`src/rtl/fft_pkg.sv`:
```
// rtl/fft_pkg.sv - shared constants, FSM states and bit-reverse helper for the 8-point FFT controller
package fft_pkg;

  localparam int N      = 8;
  localparam int LOG2N  = 3;
  localparam int ADDR_W = 3;

  typedef enum logic [2:0] {
    IDLE,
    LOAD,
    COMPUTE,
    FLUSH,
    UNLOAD
  } state_e;

  function automatic logic [ADDR_W-1:0] bitrev3(input logic [ADDR_W-1:0] v);
    return {v[0], v[1], v[2]};
  endfunction

endpackage

```
`src/rtl/fft8_addr_gen.sv`:
```
// rtl/fft8_addr_gen.sv - combinational butterfly operand addresses and twiddle index for (stage, k)
module fft8_addr_gen
  import fft_pkg::*;
(
  input  logic [1:0]        i_stage,
  input  logic [1:0]        i_k,
  input  logic              i_inverse,
  output logic [ADDR_W-1:0] o_rd_addr_a,
  output logic [ADDR_W-1:0] o_rd_addr_b,
  output logic [2:0]        o_tw_idx
);

  logic [ADDR_W-1:0] w_span;
  logic [ADDR_W-1:0] w_pos;
  logic [ADDR_W-1:0] w_grp;
  logic [1:0]        w_tw;

  // pos < span always, so the twiddle exponent fits in two bits at every stage
  always_comb begin
    w_span      = 3'd1 << i_stage;
    w_pos       = {1'b0, i_k} & (w_span - 3'd1);
    w_grp       = {1'b0, i_k} >> i_stage;
    o_rd_addr_a = (w_grp << (i_stage + 2'd1)) | w_pos;
    o_rd_addr_b = o_rd_addr_a + w_span;
    w_tw        = w_pos[1:0] << (2'd2 - i_stage);
    o_tw_idx    = {i_inverse, w_tw};
  end

endmodule

```
`src/rtl/fft8_controller.sv`:
```
// rtl/fft8_controller.sv - load / compute / flush / unload sequencer for the 8-point radix-2 DIT FFT
module fft8_controller
  import fft_pkg::*;
#(
  parameter int BF_LAT = 2
) (
  input  logic              clk,
  input  logic              rst_n,
  input  logic              i_start,
  input  logic              i_inverse,
  output logic              o_busy,
  output logic              o_done,
  input  logic              i_in_valid,
  output logic              o_in_ready,
  output logic              o_in_we,
  output logic [ADDR_W-1:0] o_in_addr,
  output logic              o_bf_valid,
  output logic [ADDR_W-1:0] o_rd_addr_a,
  output logic [ADDR_W-1:0] o_rd_addr_b,
  output logic [2:0]        o_tw_idx,
  output logic [1:0]        o_stage,
  output logic              o_wb_en,
  output logic [ADDR_W-1:0] o_wb_addr_a,
  output logic [ADDR_W-1:0] o_wb_addr_b,
  output logic              o_out_valid,
  input  logic              i_out_ready,
  output logic [ADDR_W-1:0] o_out_addr
);

  state_e            r_state, w_state_nxt;
  logic [ADDR_W-1:0] r_cnt, w_cnt_nxt;
  logic [1:0]        r_k, w_k_nxt;
  logic [1:0]        r_stage, w_stage_nxt;
  logic [2:0]        r_timer, w_timer_nxt;
  logic              r_inv, w_inv_nxt;
  logic              r_done, w_done_nxt;
  logic              w_bf_valid;

  logic [ADDR_W-1:0] w_ag_a, w_ag_b;
  logic [2:0]        w_ag_tw;

  logic [BF_LAT-1:0]             r_dl_v;
  logic [BF_LAT-1:0][ADDR_W-1:0] r_dl_a;
  logic [BF_LAT-1:0][ADDR_W-1:0] r_dl_b;

  fft8_addr_gen u_addr_gen (
    .i_stage     (r_stage),
    .i_k         (r_k),
    .i_inverse   (r_inv),
    .o_rd_addr_a (w_ag_a),
    .o_rd_addr_b (w_ag_b),
    .o_tw_idx    (w_ag_tw)
  );

  always_ff @(posedge clk or negedge rst_n) begin
    if (!rst_n) begin
      r_state <= IDLE;
      r_cnt   <= '0;
      r_k     <= '0;
      r_stage <= '0;
      r_timer <= '0;
      r_inv   <= 1'b0;
      r_done  <= 1'b0;
    end else begin
      r_state <= w_state_nxt;
      r_cnt   <= w_cnt_nxt;
      r_k     <= w_k_nxt;
      r_stage <= w_stage_nxt;
      r_timer <= w_timer_nxt;
      r_inv   <= w_inv_nxt;
      r_done  <= w_done_nxt;
    end
  end

  always_comb begin
    w_state_nxt = r_state;
    w_cnt_nxt   = r_cnt;
    w_k_nxt     = r_k;
    w_stage_nxt = r_stage;
    w_timer_nxt = r_timer;
    w_inv_nxt   = r_inv;
    w_done_nxt  = 1'b0;
    w_bf_valid  = 1'b0;
    o_in_ready  = 1'b0;
    o_in_we     = 1'b0;
    o_in_addr   = '0;
    o_out_valid = 1'b0;
    o_out_addr  = '0;
    case (r_state)
      IDLE: begin
        if (i_start) begin
          w_state_nxt = LOAD;
          w_inv_nxt   = i_inverse;
          w_cnt_nxt   = '0;
        end
      end
      LOAD: begin
        o_in_ready = 1'b1;
        o_in_addr  = bitrev3(r_cnt);
        if (i_in_valid) begin
          o_in_we   = 1'b1;
          w_cnt_nxt = r_cnt + 3'd1;
          if (r_cnt == 3'(N - 1)) begin
            w_state_nxt = COMPUTE;
            w_stage_nxt = '0;
            w_k_nxt     = '0;
            w_cnt_nxt   = '0;
          end
        end
      end
      COMPUTE: begin
        w_bf_valid = 1'b1;
        w_k_nxt    = r_k + 2'd1;
        if (r_k == 2'd3) begin
          w_state_nxt = FLUSH;
          w_timer_nxt = 3'(BF_LAT);
          w_k_nxt     = '0;
        end
      end
      FLUSH: begin
        // wait out the butterfly latency so the next stage reads settled results
        if (r_timer == 3'd1) begin
          if (r_stage == 2'(LOG2N - 1)) begin
            w_state_nxt = UNLOAD;
            w_cnt_nxt   = '0;
          end else begin
            w_state_nxt = COMPUTE;
            w_stage_nxt = r_stage + 2'd1;
            w_k_nxt     = '0;
          end
        end else begin
          w_timer_nxt = r_timer - 3'd1;
        end
      end
      UNLOAD: begin
        o_out_valid = 1'b1;
        o_out_addr  = r_cnt;
        if (i_out_ready) begin
          w_cnt_nxt = r_cnt + 3'd1;
          if (r_cnt == 3'(N - 1)) begin
            w_state_nxt = IDLE;
            w_done_nxt  = 1'b1;
            w_cnt_nxt   = '0;
          end
        end
      end
      default: w_state_nxt = IDLE;
    endcase
  end

  always_ff @(posedge clk or negedge rst_n) begin
    if (!rst_n) begin
      r_dl_v <= '0;
      r_dl_a <= '0;
      r_dl_b <= '0;
    end else begin
      r_dl_v[0] <= w_bf_valid;
      r_dl_a[0] <= o_rd_addr_a;
      r_dl_b[0] <= o_rd_addr_b;
      for (int i = 1; i < BF_LAT; i++) begin
        r_dl_v[i] <= r_dl_v[i-1];
        r_dl_a[i] <= r_dl_a[i-1];
        r_dl_b[i] <= r_dl_b[i-1];
      end
    end
  end

  assign o_busy      = (r_state != IDLE);
  assign o_done      = r_done;
  assign o_stage     = r_stage;
  assign o_bf_valid  = w_bf_valid;
  assign o_rd_addr_a = w_bf_valid ? w_ag_a  : '0;
  assign o_rd_addr_b = w_bf_valid ? w_ag_b  : '0;
  assign o_tw_idx    = w_bf_valid ? w_ag_tw : '0;
  assign o_wb_en     = r_dl_v[BF_LAT-1];
  assign o_wb_addr_a = r_dl_a[BF_LAT-1];
  assign o_wb_addr_b = r_dl_b[BF_LAT-1];

endmodule

```
`config.mk`:
```
export PLATFORM = sky130hd
export DESIGN_NAME = fft8_controller
export DESIGN_NICKNAME = d
export VERILOG_FILES = /design/src/rtl/fft_pkg.sv /design/src/rtl/fft8_addr_gen.sv /design/src/rtl/fft8_controller.sv
export SDC_FILE = /design/constraint.sdc
export NUM_CORES = 1
export LEC_CHECK = 0
export ABC_AREA = 1
export CAP_MARGIN = 15
export CORE_MARGIN = 1
export CORE_UTILIZATION = 45
export DETAILED_ROUTE_END_ITERATION = 12
export MAX_ROUTING_LAYER = met4
export PLACE_DENSITY = 0.79
export SLEW_MARGIN = 5
export SYNTH_ARGS = -nofsm -noshare
export SYNTH_HDL_FRONTEND = slang
export SYNTH_HIERARCHICAL = 1
export SYNTH_SLANG_ARGS = --single-unit
```
`constraint.sdc`:
```
create_clock -name clk -period 6.9 [get_ports clk]
set_input_delay 1.38 -clock clk [delete_from_list [all_inputs] [get_ports clk]]
set_output_delay 1.38 -clock clk [all_outputs]
set_load 0.005 [all_outputs]
```
* Word level (Yosys, flattened, before mapping)
Index checks and enable logic that the tools add are counted.
Storage, ports and cells: input port bits 6, output and inout port bits 30, flip-flop bits (word level) 29, word-level logic and storage cells 96
Operators by class: reduce and logical (&&, ||, !) cells 12, bitwise logic cells 2, shift operators 4, mux-type cells 41, $add $sub $neg 7, eq/ne operators 18
Operators by type and width (number):
- $mux W3 | 21
- $ne A2 B2 Y1 const B | 10
- $pmux W3 S5 | 1
- $mux W2 | 7
- $pmux W3 S4 | 1
- $reduce_and A5 Y1 | 2
- $mux W1 | 8
- $reduce_and A7 Y1 | 1
- $eq A3 B1 Y1 const B | 2
- $eq A3 B2 Y1 const B | 2
- $eq A3 B3 Y1 const B | 2
- $pmux W2 S3 | 1
- $pmux W3 S2 | 1
- $reduce_and A6 Y1 | 1
- $reduce_bool A3 Y1 | 2
- $sub A3 B1 Y3 const B | 2
- $add A2 B1 Y2 const B | 2
- $eq A2 B2 Y1 const B | 2
- $pmux W2 S2 | 1
- $reduce_bool A2 Y1 | 2
- $reduce_bool A4 Y1 | 1
- $add A3 B1 Y3 const B | 1
- $add A3 B3 Y3 | 1
- $and A2 B3 Y3 | 1
- other kinds (9) | 9

* Logic depth before layout (Yosys ltp)
depth after elaboration 6, gate-level depth with buffers 16, mapped depth without buffers 16

* Modules after synthesis
The synthesis kept the hierarchy.
By module, submodules not included:
- fft8_controller | seq. area each 725.7 µm², times used 1, cells each 180, area each 1511.4 µm²
- fft8_addr_gen | seq. area each 0.0 µm², times used 1, cells each 43, area each 225.2 µm²

* Least setup slack after synthesis
No wires, ideal clock.
kind reg-to-output, start register r_stage[0] (netlist: o_stage[0]), end output port o_rd_addr_b[2], stages on the path, launching flop included 16, setup slack 3.248 ns, required time 5.520 ns, data arrival time 2.272 ns, path buffers 0, cells stage by stage dfrtp_1 -> inv_2 -> ha_1 -> inv_1 -> nand2_1 -> o21ai_0 -> ha_1 -> inv_1 -> fa_1 -> inv_1 -> nand2_1 -> nand2_1 -> nand3_1 -> nand2_1 -> inv_1 -> nor2_1
Between the ends: longest elaborated chain between the ends 6, elaborated cells between the ends (all ways) 9, classes of those cells 3 x add/sub; 3 x shift; 1 x mux; 2 x bitwise
RTL lines:
- from (decl) | RTL line fft8_controller.sv:33 | logic [1:0] r_stage, w_stage_nxt;
- from (signal assigned) | RTL line fft8_controller.sv:68 | r_stage <= w_stage_nxt;
- $shl A1 B2 Y3 | RTL line fft8_addr_gen.sv:20 | w_span = 3'd1 << i_stage;
- $sub A3 B1 Y3 | RTL line fft8_addr_gen.sv:21 | w_pos = {1'b0, i_k} & (w_span - 3'd1);
- $and A2 B3 Y3 | RTL line fft8_addr_gen.sv:21
- $or A3 B3 Y3 * | RTL line fft8_addr_gen.sv:23 | o_rd_addr_a = (w_grp << (i_stage + 2'd1)) | w_pos;
- net w_ag_a[0] | RTL line fft8_controller.sv:39 | logic [ADDR_W-1:0] w_ag_a, w_ag_b;
- $add A3 B3 Y3 * | RTL line fft8_addr_gen.sv:24 | o_rd_addr_b = o_rd_addr_a + w_span;
- net w_ag_b[2] | RTL line fft8_controller.sv:39
- $mux W3 * | RTL line fft8_controller.sv:173 | assign o_rd_addr_b = w_bf_valid ? w_ag_b : '0;
- to (decl) | RTL line fft8_controller.sv:19 | output logic [ADDR_W-1:0] o_rd_addr_b,
The timed path passes the listed nets; every way through them passes the cells marked *.

* Worst setup path in the final report
Ends and elaborated chain as after synthesis.

==> implementation parameters <==
Parameter                              Value

Run status
  Status    completed

Floorplanning
  Top-Level Pins    36
  Site row count    22
  Initial core utilization    0.471
  Die Width    64.1 um
  Floorplan die area    0.00411 sq mm
  DIE HEIGHT    64.1 um
  Total core area    0.00369 sq mm

Drt
  Ratio of routed vias to standard cells    4.50
  DR iter-0 viols    83
  Avg WL per Cell    10.3 um
  Detailed-route via count    1,377
  Overall routed net length    3150 um
  Remaining DRCs    0
  First-pass DRT Iterations    4
  Post-route antenna net violation count    0

Logic synthesis
  Fraction of registers with async set/reset    1.00
  FF+latch count, synth    29
  Mean Syn Cell Area    7.79 sq um
  Area contributors post-synth    sky130_fd_sc_hd__dfrtp_1, sky130_fd_sc_hd__nand2_1, sky130_fd_sc_hd__inv_1
  Post-synthesis xor/xnor area fraction    0.00504
  Most common cell in the synthesized netlist    sky130_fd_sc_hd__nand2_1
  Post-Syn Instances    223
  Number of flops mapped to enable cells by yosys    0
  Post-Syn Area    0.00174 sq mm
  Post-synthesis share of cell area spent on full adders, half adders and majority gates    0.0908
  Count of unique library cells instantiated by Yosys    26
  Post-synthesis net count    241
  Most common library cells after synthesis    sky130_fd_sc_hd__nand2_1, sky130_fd_sc_hd__inv_1, sky130_fd_sc_hd__nor2_1, sky130_fd_sc_hd__dfrtp_1, sky130_fd_sc_hd__nand3_1
  Dominant cell type by area after synthesis    sky130_fd_sc_hd__dfrtp_1
  Simple-gate area share of the yosys netlist    0.294
  Flip-flop cell with the highest count after synthesis    sky130_fd_sc_hd__dfrtp_1
  Fraction of post-synthesis cell area in the top cell type by area    0.418
  Area fraction in compound gates after synthesis    0.0389
  Sequential share of the synthesized area    0.418
  Multiplexer fraction of the synthesized cell area    0.00648
  Dominant combinational cell family by area after synthesis    simple AND/OR/NAND/NOR gates
  Ys Warns    6

Placement
  Post-detail-place hpwl    2290 um
  Number of input and output port buffers inserted    35
  Dpl cells    298
  Final GP Congestion    0.901
  Setup slack at placement    2.48 ns

Setup path
  Critical-path cell list    inv_2 -> ha_1 -> inv_1 -> nand2_1 -> o21ai_0 -> ha_1 -> inv_1 -> fa_1 -> inv_1 -> nand2_1 -> nand2_1 -> nand3_1 -> nand2_1 -> inv_1 -> nor2_1 -> clkdlybuf4s50_1
  Startpoint kind of the worst setup timing path    register
  FF-to-FF path depth    15
  Worst reg2reg path endpoint    r_dl_b[2]$_DFF_PN0_
  Worst flop-to-flop path startpoint    o_stage[0]$_DFFE_PN0P_
  Cell with the largest stage delay on the worst path    sky130_fd_sc_hd__clkdlybuf4s50_1
  Endpoint kind of the worst setup timing path    output pin
  Data arrival time of the worst path    3.38 ns
  Worst Path Required    5.52 ns
  Critical path start-end classification    reg2out
  Peak fanout along the critical path    9
  Register-to-register setup slack    4.25 ns
  Max stage delay on crit path    0.52 ns

STA
  Max Slew Vio Count    0
  Final setup viols    0
  Least-Margin Pin Slew    0.532 ns
  RSZ-0062 raised after global routing    false
  Crit path time final    4.76 ns
  Highest attainable clock frequency    0.210 GHz
  Headroom to the max-slew limit    0.644
  Worst setup margin    2.14 ns
  TNS Setup    0 ns
  Share of the cycle needed by the critical path after routing    0.689
  Post-Route Skew    0.00740 ns
  Final Hold Violating Endpoints    0

Global route
  Total overflow reported by the global router    0
  Largest net degree at the start of global routing    30
  First-pass GRT wire length    5630 um
  Overall Global Routing Usage    0.190
  Vias in the first global route    1,341
  Initial antenna violation count    0

Clock network
  Clk Latency, worst-skew pair    0.29 ns
  Clock Path Buffers    2
  Total clock sinks    29
  # hold bufs at CTS    0
  CTS clock-pin slew for the worst setup and hold paths    0.07 ns
  Setup fix buffers added after clock tree synthesis    0
  Post_cts resized    0
  Number of H-tree levels    2
  CTS Root Buffer Type    sky130_fd_sc_hd__clkbuf_8
  CTS tree    built
  Number of clock buffers inserted by TritonCTS    5

Power
  Leakage power    1.15 nW
  Peak supply drop    0.000185 V
  Power density of the placed cells    427 mW/mm^2
  Power, Total    0.926 mW

Worst hold path
  Worst Hold Path Cells    0
  Worst Min Path Start    r_dl_b[1]$_DFF_PN0_
  Hold Path End    o_wb_addr_b[1]$_DFF_PN0_
  Type of the most critical hold path    reg2reg

Cells and area
  Core occupancy in the finished layout    0.588
  Fraction of layout cells with a size suffix above 1    0.105
  Post-layout instance count excluding filler cells    306
  NumNets Final    275
  Diode count    0
  Area growth from synthesis to layout    24.9%

Job
  Max cap viols    0
==> through the flow <==
stage / hold slack [ns] / cell area [sq um]
global route: 0.354 / 2170
finish: 0.347 / 2170
detailed placement: 0.335 / 2080
floorplan: 0.331 / 1740
CTS: 0.350 / 2170
global placement: 0.332 / 2080
==> cell usage in the layout (no fill, tap or decap) <==
| cell type | instances |
|---|---|
| sky130_fd_sc_hd__or2_2 | 1 |
| sky130_fd_sc_hd__inv_2 | 3 |
| sky130_fd_sc_hd__o22ai_1 | 1 |
| sky130_fd_sc_hd__nor3_1 | 1 |
| sky130_fd_sc_hd__xnor2_1 | 1 |
| sky130_fd_sc_hd__clkdlybuf4s50_1 | 35 |
| sky130_fd_sc_hd__dfrtp_1 | 29 |
| sky130_fd_sc_hd__nor2_1 | 30 |
| sky130_fd_sc_hd__nand2_2 | 1 |
| sky130_fd_sc_hd__nor2_2 | 3 |
| sky130_fd_sc_hd__buf_4 | 1 |
| sky130_fd_sc_hd__nand2_1 | 52 |
| sky130_fd_sc_hd__o21ai_1 | 2 |
| sky130_fd_sc_hd__ha_1 | 11 |
| sky130_fd_sc_hd__a21oi_1 | 3 |
| sky130_fd_sc_hd__nand4_1 | 1 |
| sky130_fd_sc_hd__clkinvlp_4 | 1 |
| sky130_fd_sc_hd__nand3_2 | 2 |
| sky130_fd_sc_hd__mux2_2 | 1 |
| sky130_fd_sc_hd__clkbuf_8 | 5 |
| sky130_fd_sc_hd__fa_1 | 1 |
| sky130_fd_sc_hd__nand3b_1 | 1 |
| sky130_fd_sc_hd__nand3_1 | 13 |
| sky130_fd_sc_hd__a21oi_4 | 1 |
| sky130_fd_sc_hd__nor2_4 | 3 |
| sky130_fd_sc_hd__inv_1 | 46 |
| sky130_fd_sc_hd__nand2_4 | 3 |
| sky130_fd_sc_hd__clkinv_2 | 2 |
| sky130_fd_sc_hd__o21ai_0 | 4 |
==> registers in the layout, indices dropped and copies added, names as in the netlist, 2 cells and up <==
register     cells
r_dl_v           2
r_dl_b           3
r_k              2
r_state          3
r_timer          3
o_stage          2
o_wb_addr_a      3
r_cnt            3
r_dl_a           3
o_wb_addr_b      3
==> logic make-up (layout without fill, tap and decap cells) <==
logic type / after synthesis / count (layout)
muxes: 1 / 1
and+or+nand+nor: 111 / 111
xor gates and xnor gates: 1 / 1
AOI/OAI and AO/OA: 11 / 11
adders and majority gates: 12 / 12
DFF: 29 / 29
buffers and inverters: 58 / 93
==> worst max-delay path: cells and delay by family (launching register included) <==
family                     cells  cell delay [ns]
AOI/OAI and AO/OA              1             0.29
DFF                            1             0.50
and+or+nand+nor                6             0.49
adders and majority gates      3             0.92
buffers and inverters          6             0.89
==> layer usage <==
metal | share of wire | vias up | GRT usage
met5 | 0 | - | -
met4 | 0.022 | 0 | 0.0861
met3 | 0.057 | 7 | 0.0696
met2 | 0.45 | 36 | 0.299
met1 | 0.47 | 606 | 0.215
li1 | - | 728 | -
==> report_power, final <==
part | internal, mW | switching [mW] | total [mW]
clock network | 0.0694 | 0.0708 | 0.140
registers | 0.231 | 0.0482 | 0.279
logic | 0.214 | 0.293 | 0.507
==> area by class of cell <==
type / count / area, sq um
multi-input cells: 136 / 756
fillers: 328 / 1520
clock inverters: 3 / 17.5
clock buffers: 5 / 68.8
repair buffers: 36 / 358
well taps: 48 / 60.1
flip-flops and latches: 29 / 726
inverters: 49 / 184
==> worst max path at each step <==
| stage | end | slack (ns) | startpoint | cells past startpoint |
|---|---|---|---|---|
| 2_1_floorplan | o_rd_addr_b[2] | 3.25 | o_stage[0]$_DFFE_PN0P_ | 15 |
| 3_3_place_gp | o_rd_addr_b[2] | 2.66 | o_stage[0]$_DFFE_PN0P_ | 16 |
| 3_5_place_dp | o_rd_addr_b[2] | 2.48 | o_stage[0]$_DFFE_PN0P_ | 16 |
| 4_1_cts | o_rd_addr_b[2] | 2.15 | o_stage[0]$_DFFE_PN0P_ | 16 |
| 5_1_grt | o_rd_addr_b[2] | 1.87 | o_stage[0]$_DFFE_PN0P_ | 16 |
| 6_report | o_rd_addr_b[2] | 2.14 | o_stage[0]$_DFFE_PN0P_ | 16 |
Note: power is estimated with default switching activity, not from simulation.
